===== config.mk =====
export PLATFORM = sky130hd
export DESIGN_NAME = fir_tap_bram_arbiter_flat
export DESIGN_NICKNAME = d
export VERILOG_FILES = /design/src/rtl/fir_tap_bram_arbiter_if.sv /design/src/rtl/fir_tap_bram_arbiter.sv /design/src/flat_wrapper.sv
export SDC_FILE = /design/constraint.sdc
export NUM_CORES = 1
export LEC_CHECK = 0
export CAP_MARGIN = 20
export CORE_AREA = 2 2 117 119
export CTS_CLUSTER_DIAMETER = 150
export CTS_CLUSTER_SIZE = 25
export DETAILED_ROUTE_END_ITERATION = 8
export DIE_AREA = 0 0 119 121
export PLACE_DENSITY = 0.51
export SLEW_MARGIN = 20
export SYNTH_ARGS = -nofsm -noshare
export SYNTH_HDL_FRONTEND = slang
export SYNTH_SLANG_ARGS = --single-unit

===== constraint.sdc =====
create_clock -name axis_clk -period 1.4 [get_ports axis_clk]
set_clock_uncertainty 0.2 [all_clocks]
set_input_delay 0.14 -clock axis_clk [delete_from_list [all_inputs] [get_ports axis_clk]]
set_output_delay 0.14 -clock axis_clk [all_outputs]
set_load 0.01 [all_outputs]

===== src/rtl/fir_tap_bram_arbiter_if.sv =====
// Requester-side bus for the FIR tap-coefficient BRAM arbiter.
// One instance per requester (engine, configuration path). The requester
// uses the master modport; the arbiter uses the slave modport.
interface fir_tap_bram_arbiter_if #(
  parameter int pADDR_WIDTH = 32,
  parameter int pDATA_WIDTH = 32
);
  logic                   req;
  logic                   we;
  logic [pADDR_WIDTH-1:0] addr;
  logic [pDATA_WIDTH-1:0] wdata;
  logic                   gnt;
  logic                   rvalid;
  logic [pDATA_WIDTH-1:0] rdata;

  modport master (
    output req, we, addr, wdata,
    input  gnt, rvalid, rdata
  );

  modport slave (
    input  req, we, addr, wdata,
    output gnt, rvalid, rdata
  );
endinterface


===== src/rtl/fir_tap_bram_arbiter.sv =====
// Single-port tap-coefficient BRAM arbiter between the FIR engine and the
// configuration path. Engine has fixed priority; a starvation guard forces a
// cfg win after STARVE_LIMIT consecutive denied eligible cycles. Cfg writes
// are fenced while eng_lock is high.
// Optional feature: define ARB_STATS_EN to add the arb_conflicts counter port.
module fir_tap_bram_arbiter #(
  parameter int pADDR_WIDTH  = 32,
  parameter int pDATA_WIDTH  = 32,
  parameter int STARVE_LIMIT = 4
) (
  input  logic                   axis_clk,
  input  logic                   axis_rst,
  input  logic                   eng_lock,
  fir_tap_bram_arbiter_if.slave  eng,
  fir_tap_bram_arbiter_if.slave  cfg,
  output logic                   bram_EN,
  output logic [3:0]             bram_WE,
  output logic [pADDR_WIDTH-1:0] bram_A,
  output logic [pDATA_WIDTH-1:0] bram_Di,
  input  logic [pDATA_WIDTH-1:0] bram_Do
`ifdef ARB_STATS_EN
  ,
  output logic [15:0]            arb_conflicts
`endif
);

  localparam int CNT_W = $clog2(STARVE_LIMIT + 1);
  localparam logic [CNT_W-1:0] LIMIT_C = CNT_W'(STARVE_LIMIT);
  localparam logic [CNT_W-1:0] ONE_C   = CNT_W'(1);

  typedef enum logic {S_NORM, S_FORCE} state_t;
  typedef enum logic [1:0] {OWN_NONE, OWN_ENG, OWN_CFG} owner_t;

  state_t           state_q;
  logic [CNT_W-1:0] starve_cnt_q;
  owner_t           rd_owner_q;

  logic cfg_elig;
  logic eng_gnt_d;
  logic cfg_gnt_d;

  // A cfg write is not a candidate while the engine holds the lock.
  assign cfg_elig = cfg.req & ~(cfg.we & eng_lock);

  // Same-cycle grant decision; nothing is granted while in reset.
  always_comb begin
    eng_gnt_d = 1'b0;
    cfg_gnt_d = 1'b0;
    if (!axis_rst) begin
      if (state_q == S_FORCE && cfg_elig) begin
        cfg_gnt_d = 1'b1;
      end else if (eng.req) begin
        eng_gnt_d = 1'b1;
      end else if (cfg_elig) begin
        cfg_gnt_d = 1'b1;
      end
    end
  end

  assign eng.gnt = eng_gnt_d;
  assign cfg.gnt = cfg_gnt_d;

  // BRAM port carries the granted access, zeroed when idle.
  assign bram_EN = eng_gnt_d | cfg_gnt_d;
  assign bram_WE = {4{(eng_gnt_d & eng.we) | (cfg_gnt_d & cfg.we)}};
  assign bram_A  = eng_gnt_d ? eng.addr  : (cfg_gnt_d ? cfg.addr  : '0);
  assign bram_Di = eng_gnt_d ? eng.wdata : (cfg_gnt_d ? cfg.wdata : '0);

  // Arbitration state, starvation counter and read-return owner.
  always_ff @(posedge axis_clk) begin
    if (axis_rst) begin
      state_q      <= S_NORM;
      starve_cnt_q <= '0;
      rd_owner_q   <= OWN_NONE;
    end else begin
      case (state_q)
        S_NORM: begin
          if (cfg_elig && !cfg_gnt_d) begin
            starve_cnt_q <= starve_cnt_q + ONE_C;
            if ((starve_cnt_q + ONE_C) == LIMIT_C) begin
              state_q <= S_FORCE;
            end
          end else begin
            starve_cnt_q <= '0;
          end
        end
        default: begin
          // Either cfg just won or it was not competing; both end the episode.
          starve_cnt_q <= '0;
          state_q      <= S_NORM;
        end
      endcase

      if (eng_gnt_d && !eng.we) begin
        rd_owner_q <= OWN_ENG;
      end else if (cfg_gnt_d && !cfg.we) begin
        rd_owner_q <= OWN_CFG;
      end else begin
        rd_owner_q <= OWN_NONE;
      end
    end
  end

  // Read return is gated by reset so a pending read is dropped immediately.
  assign eng.rvalid = (rd_owner_q == OWN_ENG) & ~axis_rst;
  assign cfg.rvalid = (rd_owner_q == OWN_CFG) & ~axis_rst;
  assign eng.rdata  = eng.rvalid ? bram_Do : '0;
  assign cfg.rdata  = cfg.rvalid ? bram_Do : '0;

`ifdef ARB_STATS_EN
  logic [15:0] conflicts_q;

  // Saturating count of cycles where both requesters ask at once.
  always_ff @(posedge axis_clk) begin
    if (axis_rst) begin
      conflicts_q <= '0;
    end else if (eng.req && cfg.req && conflicts_q != 16'hFFFF) begin
      conflicts_q <= conflicts_q + 16'd1;
    end
  end

  assign arb_conflicts = conflicts_q;
`endif

endmodule


===== src/flat_wrapper.sv =====
// flat-port wrapper written by rule: the top's interface ports become plain ports
module fir_tap_bram_arbiter_flat 
#(
  parameter int pADDR_WIDTH  = 32,
  parameter int pDATA_WIDTH  = 32,
  parameter int STARVE_LIMIT = 4
)
  (axis_clk, axis_rst, eng_lock, bram_EN, bram_WE, bram_A, bram_Di, bram_Do, eng_req, eng_we, eng_addr, eng_wdata, eng_gnt, eng_rvalid, eng_rdata, cfg_req, cfg_we, cfg_addr, cfg_wdata, cfg_gnt, cfg_rvalid, cfg_rdata);
  fir_tap_bram_arbiter_if #(.pADDR_WIDTH(pADDR_WIDTH), .pDATA_WIDTH(pDATA_WIDTH)) eng_i ();
  fir_tap_bram_arbiter_if #(.pADDR_WIDTH(pADDR_WIDTH), .pDATA_WIDTH(pDATA_WIDTH)) cfg_i ();
  input  logic axis_clk;
  input  logic axis_rst;
  input  logic eng_lock;
  output logic bram_EN;
  output logic [3:0] bram_WE;
  output logic [pADDR_WIDTH-1:0] bram_A;
  output logic [pDATA_WIDTH-1:0] bram_Di;
  input  logic [pDATA_WIDTH-1:0] bram_Do;
  input wire logic [$bits(eng_i.req)-1:0] eng_req;
  input wire logic [$bits(eng_i.we)-1:0] eng_we;
  input wire logic [$bits(eng_i.addr)-1:0] eng_addr;
  input wire logic [$bits(eng_i.wdata)-1:0] eng_wdata;
  output wire logic [$bits(eng_i.gnt)-1:0] eng_gnt;
  output wire logic [$bits(eng_i.rvalid)-1:0] eng_rvalid;
  output wire logic [$bits(eng_i.rdata)-1:0] eng_rdata;
  input wire logic [$bits(cfg_i.req)-1:0] cfg_req;
  input wire logic [$bits(cfg_i.we)-1:0] cfg_we;
  input wire logic [$bits(cfg_i.addr)-1:0] cfg_addr;
  input wire logic [$bits(cfg_i.wdata)-1:0] cfg_wdata;
  output wire logic [$bits(cfg_i.gnt)-1:0] cfg_gnt;
  output wire logic [$bits(cfg_i.rvalid)-1:0] cfg_rvalid;
  output wire logic [$bits(cfg_i.rdata)-1:0] cfg_rdata;
  assign eng_i.req = eng_req;
  assign eng_i.we = eng_we;
  assign eng_i.addr = eng_addr;
  assign eng_i.wdata = eng_wdata;
  assign eng_gnt = eng_i.gnt;
  assign eng_rvalid = eng_i.rvalid;
  assign eng_rdata = eng_i.rdata;
  assign cfg_i.req = cfg_req;
  assign cfg_i.we = cfg_we;
  assign cfg_i.addr = cfg_addr;
  assign cfg_i.wdata = cfg_wdata;
  assign cfg_gnt = cfg_i.gnt;
  assign cfg_rvalid = cfg_i.rvalid;
  assign cfg_rdata = cfg_i.rdata;
  fir_tap_bram_arbiter #(.pADDR_WIDTH(pADDR_WIDTH), .pDATA_WIDTH(pDATA_WIDTH), .STARVE_LIMIT(STARVE_LIMIT)) u_core (.axis_clk(axis_clk), .axis_rst(axis_rst), .eng_lock(eng_lock), .eng(eng_i), .cfg(cfg_i), .bram_EN(bram_EN), .bram_WE(bram_WE), .bram_A(bram_A), .bram_Di(bram_Di), .bram_Do(bram_Do));
endmodule

==> impl_metrics.csv, run 1 <==
group,metric,value,unit
final_layout,diodes,0,
floorplan,die_x,119,um
power,sw_frac_of_total,27.2,%
power,pwr-share-clk,23.3,%
synth,synth_edf_count,0,
floorplan,start_util,10.4,%
synth,synth_seq_area_share,8.79,%
route,avgViaCountPerCell,4.13,
outcome,status,"finished, violations left",
route,vias,2977,
synth,synth_seq_cells,6,
route,drc_errors,0,
clocking,clk_pin_slew,0.03,ns
synth,yosysTopAreaCell,"a22o_1",
route,wire_per_inst,18.8,um
synth,synth_commonest_cells,"a22o_1 (65), and2_1 (64), buf_4 (9)",
global_route,antenna_found_initial,0,
clocking,cts_made_buffers,3,
power,power.total,1960,uW
final_layout,multi_input_area,0.00127,mm^2
min_path,hold_start,"axis_rst",
timing,final-max-slew-violation-count,0,
final_layout,fillers,1300,
route,ant_nets,0,
synth,avgSynthCellArea,7.63,um^2
global_route,grtUsageTotal,16.6,%
min_path,min_path_cells,3,
global_route,grt_start_max_net_pins,34,
synth,synth_top_area_share,41.7,%
final_layout,drive_above_1_share,49.7,%
power,switching_power,532,uW
timing,max_freq,0.503,GHz
place,place_area,0.00467,mm^2
worst_setup_path,crit_fanout,6,
clocking,clockRootBuffer,"clkbuf_16",
clocking,h-tree-depth,1,
min_path,min_to,"u_core.rd_owner_q[1]$_SDFF_PP0_",
worst_setup_path,worstSetupEndpointType,"primary output",
route,drtPass1Iterations,4,
run,drv_cap,0,
timing,period_share,142,%
worst_setup_path,critical_path_required,1.06,ns
synth,syn_area,0.00137,mm^2
timing,hold_violations,0,
worst_setup_path,startpoint,"u_core.state_q$_SDFF_PP0_",
final_layout,area_delta_synth_final,313,%
final_layout,fin_util,43.1,%
power,ir_drop,0.282,mV
worst_setup_path,worstSetupPathType,"reg2out",
floorplan,coreArea,0.0131,mm^2
worst_setup_path,timing.rr.end,"u_core.rd_owner_q[0]$_SDFF_PP0_",
synth,postSynthCellCount,179,
worst_setup_path,r2r-start,"u_core.state_q$_SDFF_PP0_",
min_path,hp-class,"in2reg",
power,powerDensity,348,mW/mm^2
timing,grt_setup_unrepaired,"yes",
clocking,cts_tree,"built",
timing,tightest_slew,0.261,ns
synth,synth_most_common_cell,"a22o_1",
clocking,cts.sinks,6,
clocking,hold_buffers,0,
place,hpwl,8920,um
final_layout,seq_area,126,um^2
power,leakage,0.00270,uW
place,preCtsSetupSlack,-1.11,ns
place,finalWeightedCongestion,0.759,
worst_setup_path,ff2ff_path_depth,7,
worst_setup_path,reg2reg_slack,-0.09,ns
floorplan,dieArea,0.0144,mm^2
global_route,grt_pass1_wl,18100,um
worst_setup_path,arrival,1.65,ns
route,drtIter0Drc,58,
synth,yosysUniqueCellTypes,19,
synth,synthTopCellsByArea,"a22o_1 (42%), and2_1 (29%), dfxtp_1 (8.8%)",
timing,finalWorstSetupSlack,-0.588,ns
clocking,cts_buffer_depth,2,
final_layout,fin_area,0.00564,mm^2
route,drt-total-wl,13500,um
timing,maxSlewHeadroom,82.6,%
floorplan,rows,42,
synth,syn-num-nets,348,
power,comb_power_share,67.7,%
synth,synth_ff_type,"dfxtp_1",
power,p_int,1430,uW
final_layout,final_nets,716,
outcome,violations,"negative setup slack",
global_route,grt_overflow,0,
timing,period_needed,1.99,ns
timing,setup_viol,137,
floorplan,die_y,121,um
worst_setup_path,worstSetupStartpointType,"register",
clocking,clk-insertion-delay-late,0.23,ns
synth,synth-async-reset-ratio,0,%
global_route,first_global_vias,3081,
floorplan,io_pins,304,
place,portBuffers,303,
power,power.share.sequential,9.0,%
synth,yosys_warnings,0,
-- how the worst max path moves through the flow --
| stage | slack [ns] | endpoint | cells past startpoint |
|---|---|---|---|
| after CTS | -0.64 | cfg_rdata[2] | 4 |
| after global placement | -1.11 | bram_Di[31] | 6 |
| final | -0.59 | bram_A[11] | 8 |
| after global routing | -0.64 | bram_Di[16] | 8 |
| after detailed placement | -1.11 | bram_Di[16] | 6 |
| after floorplan | -0.02 | cfg_rdata[22] | 3 |
-- state kept, by name (all words and copies together), names as in the netlist --
name,cells
u_core.starve_cnt_q,3
u_core.rd_owner_q,2
u_core.state_q,1
-- layout by cell type (no fill, tap or decap), types with 2 or more instances in the layout --
cell / synthesis / final
buf_8: 0 / 5
a22o_1: 65 / 64
buf_4: 9 / 15
nor2_1: 5 / 5
buf_2: 8 / 86
buf_16: 0 / 16
clkbuf_16: 0 / 6
and2_4: 0 / 33
and2_1: 64 / 31
dlygate4sd2_1: 0 / 3
clkdlybuf4s50_1: 0 / 161
nor2b_4: 0 / 2
buf_12: 0 / 12
ha_1: 2 / 2
dfxtp_1: 6 / 3
dfxtp_2: 0 / 2
clkbuf_2: 0 / 5
buf_6: 0 / 78
nor3b_4: 0 / 2
-- power by group through the flow --
stage | logic [uW] | registers [uW] | clock network, uW
after floorplan | 279 | 179 | 0
after global placement | 1100 | 180 | 0
after detailed placement | 1100 | 180 | 0
after CTS | 1310 | 178 | 467
after global routing | 1400 | 177 | 478
final | 1330 | 177 | 457
-- layer usage --
| layer | track usage (%) | part of all wire [%] | up-vias |
|---|---|---|---|
| li1 | - | - | 1409 |
| met1 | 17.6 | 35 | 1360 |
| met2 | 33.9 | 56 | 203 |
| met3 | 3.38 | 7.4 | 5 |
| met4 | 2.23 | 0.92 | 0 |
| met5 | 0 | 0 | - |
-- logic make-up after synthesis --
group / count (synthesis) / synth area share (%)
buffers and inverters: 24 / 9.80
AO/OA/AOI/OAI: 68 / 43.6
XOR/XNOR: 1 / 0.641
adder cells (fa/ha/maj): 2 / 1.83
AND/OR/NAND/NOR: 78 / 35.3
flip-flops: 6 / 8.79
-- through the flow --
step / TNS (ns) / hold WS [ns] / cells
after floorplan: -0.834 / 0.0116 / 179
after global placement: -136.50 / 0.232 / 648
after detailed placement: -135.11 / 0.253 / 648
after CTS: -66.38 / 0.148 / 710
after global routing: -65.19 / 0.182 / 721
final: -58.36 / 0.157 / 721
-- worst max-delay path, cell delays in order (launching register included) --
cell and delay [ns]:
dfxtp_4 0.34, nor2b_4 0.13, nor3_4 0.06, buf_12 0.13
buf_12 0.13, buf_12 0.12, buf_16 0.13, a22o_1 0.23
buf_2 0.14
-- final cells by class --
class	instances	share of cell area [%]
multi-input cells	149	22.6
well taps	176	3.91
flip-flops and latches	6	2.24
repair buffers	386	69.8
clock buffers	3	1.33
inverters	1	0.0666
-- timing repair --
item / CTS / global route
gates cloned: 18 / 4
pin swaps: 26 / 24
resized for setup: 538 / 141
setup buffers: 42 / 8
hold endpoints to repair: 0 / 0
endpoints found under the setup margin: 142 / 139
Note: power is estimated with default switching activity, not from simulation.
==> run 2: changes to the inputs <==
--- a/config.mk
+++ b/config.mk
@@ -11,6 +11,7 @@
 export CTS_CLUSTER_SIZE = 25
 export DETAILED_ROUTE_END_ITERATION = 8
 export DIE_AREA = 0 0 119 121
+export HOLD_SLACK_MARGIN = 0.08
 export PLACE_DENSITY = 0.51
 export SLEW_MARGIN = 20
 export SYNTH_ARGS = -nofsm -noshare
==> results of run 2 <==
Same layout as run 1: the final DEF is identical, and so are final timing and power.
==> run 3: changes to the inputs <==
--- a/config.mk
+++ b/config.mk
@@ -13,6 +13,7 @@
 export DIE_AREA = 0 0 119 121
 export HOLD_SLACK_MARGIN = 0.08
 export PLACE_DENSITY = 0.51
+export REMOVE_ABC_BUFFERS = 1
 export SLEW_MARGIN = 20
 export SYNTH_ARGS = -nofsm -noshare
 export SYNTH_HDL_FRONTEND = slang
==> run 3 against run 2 <==
  * The run still ends with negative setup slack left
  * Routed wire length decreased by 1.9%
  * Clock power about the same
  * Total power decreased by 1.1%
  * Worst setup slack improved by 0.050 ns
  * Cell count increased by 0.55%
  * Critical path type unchanged
  * Critical endpoint is now bram_Di[4]
  * Largest power group unchanged
==> impl_metrics.csv, run 3 (synthesized netlist as in run 1, its figures left out) <==
group,metric,value,unit
worst_setup_path,max_stage_delay,0.35,ns
worst_setup_path,slowest_stage,"dfxtp_4",
floorplan,coreArea,0.0131,mm^2
timing,finalWorstSetupSlack,-0.537,ns
power,leakage,0.00273,uW
global_route,use_met2,32.2,%
worst_setup_path,crit_cells,8,
floorplan,rows,42,
clocking,h-tree-depth,1,
worst_setup_path,cp-endpoint,"bram_Di[4]",
clocking,cts_made_buffers,3,
global_route,first_global_vias,3111,
timing,maxSlewHeadroom,84.5,%
power,powerDensity,333,mW/mm^2
final_layout,regMostFlops,"u_core.starve_cnt_q",
outcome,status,"finished, violations left",
floorplan,start_util,10.4,%
clocking,cts.sinks,6,
timing,final-max-slew-violation-count,0,
final_layout,area_delta_synth_final,326,%
worst_setup_path,cp_top_family,"buffers and inverters",
worst_setup_path,critical_path_required,1.06,ns
floorplan,die_y,121,um
global_route,grtUsageMet3,3.38,%
route,avgViaCountPerCell,4.11,
worst_setup_path,worstSetupEndpointType,"primary output",
timing,tightest_slew,0.231,ns
floorplan,die_x,119,um
global_route,grt_pass1_wl,18100,um
clocking,cts_tree,"built",
final_layout,fin_area,0.00582,mm^2
worst_setup_path,ff2ff_path_depth,7,
outcome,violations,"negative setup slack",
global_route,grt_overflow,0,
worst_setup_path,worstSetupStartpointType,"register",
timing,period_needed,1.94,ns
worst_setup_path,crit_fanout,8,
place,finalWeightedCongestion,0.775,
worst_setup_path,path_cells,"buf_6 > a21oi_4 > buf_12 > buf_12 > buf_12 > buf_12 > a22o_1 > buf_2",
floorplan,io_pins,304,
timing,hold_violations,0,
global_route,grt-busiest-layer,"met2",
global_route,met1_usage,18.0,%
route,wire_per_inst,18.3,um
power,ir_drop,0.164,mV
worst_setup_path,startpoint,"u_core.state_q$_SDFF_PP0_",
route,vias,2983,
global_route,grtUsageTotal,16.2,%
min_path,hp-class,"in2reg",
route,ant_nets,0,
global_route,grt_start_max_net_pins,17,
place,portBuffers,303,
final_layout,top_regs,"u_core.starve_cnt_q: 3 flops, u_core.rd_owner_q: 2 flops, u_core.state_q: 1 flops",
clocking,clk_pin_slew,0.03,ns
clocking,clockRootBuffer,"clkbuf_16",
worst_setup_path,path_buf_inv,6,
final_layout,final_nets,720,
timing,max_freq,0.516,GHz
route,drt-total-wl,13300,um
power,power.total,1940,uW
run,drv_cap,0,
worst_setup_path,timing.rr.end,"u_core.rd_owner_q[0]$_SDFF_PP0_",
place,place_area,0.00482,mm^2
route,drtPass1Iterations,4,
final_layout,drive_above_1_share,54.6,%
timing,hold_slack,0.166,ns
worst_setup_path,reg2reg_slack,-0.11,ns
final_layout,fin_util,44.5,%
clocking,clk-insertion-delay-late,0.23,ns
final_layout,final_common_cell,"clkdlybuf4s50_1",
floorplan,dieArea,0.0144,mm^2
place,hpwl,8950,um
worst_setup_path,worstSetupPathType,"reg2out",
clocking,cts_buffer_depth,2,
final_layout,layout_common_cells,"clkdlybuf4s50_1 (161), buf_6 (120), a22o_1 (64)",
worst_setup_path,r2r-start,"u_core.state_q$_SDFF_PP0_",
global_route,antenna_found_initial,0,
route,drc_errors,0,
route,drtIter0Drc,82,
timing,period_share,138,%
timing,setup_viol,137,
worst_setup_path,crit_top_cell,"buf_12",
timing,grt_setup_unrepaired,"yes",
final_layout,diodes,0,
final_layout,largest_reg_flops,3,
worst_setup_path,arrival,1.60,ns
-- run 3: changes by cell type in the layout (fill, tap and decap cells not counted), sizes merged --
cell	previous run	this run
buf	212	217
clkbuf	11	10
dlygate4sd2	3	2
dlygate4sd3	0	1
-- run 3: what timing repair did --
item,4_1_cts,5_1_grt
endpoints found under the hold margin,0,1
pin swaps,30,78
hold buffers,0,1
setup buffers,42,22
gates resized for setup,638,170
endpoints found under the setup margin,142,139
gates cloned,10,5
-- run 3: layer usage --
metal  routed length (um)  share of wire, %
met5                    0                 0
met4                  102              0.77
met3                 1090               8.2
met2                 7040                53
met1                 5040                38
-- run 3: power breakdown --
group,total (uW),switching (uW),internal [uW]
sequential,177,3.15,174
combinational,1300,427,876
clock,459,92.6,366
total,1940,522,1420
-- run 3: per-stage QoR --
step | TNS (ns) | setup WS (ns) | std cells
6_report | -50.58 | -0.537 | 725
5_1_grt | -57.32 | -0.589 | 725
4_1_cts | -59.83 | -0.671 | 716
3_5_place_dp | -127.47 | -1.05 | 663
3_3_place_gp | -127.11 | -1.04 | 663
2_1_floorplan | -183.29 | -1.95 | 156
-- run 3: area by class of cell --
type / instances / area (um^2)
clock buffers: 3 / 75.1
fillers: 1274 / 7270
inverters: 1 / 3.75
repair buffers: 390 / 4050
well taps: 176 / 220
flip-flops and latches: 6 / 126
multi-input cells: 149 / 1340
-- run 3: worst min path at each step --
stage,start,endpoint,slack [ns],cells past startpoint
floorplan,eng_we,u_core.rd_owner_q[0]$_SDFF_PP0_,0.01,1
finish,eng_lock,u_core.rd_owner_q[1]$_SDFF_PP0_,0.17,4
global placement,u_core.starve_cnt_q[0]$_SDFF_PP0_,u_core.starve_cnt_q[0]$_SDFF_PP0_,0.23,1
CTS,cfg_we,u_core.rd_owner_q[1]$_SDFF_PP0_,0.15,3
detailed placement,u_core.starve_cnt_q[0]$_SDFF_PP0_,u_core.starve_cnt_q[0]$_SDFF_PP0_,0.26,1
global route,eng_lock,u_core.rd_owner_q[1]$_SDFF_PP0_,0.20,4
-- run 3: worst reg2reg max path, delay by kind of cell, from the launching register on --
kind	cells	cell delay, ns
buf+inv	5	0.59
flops	1	0.35
compound gates	1	0.18
simple gates	1	0.13
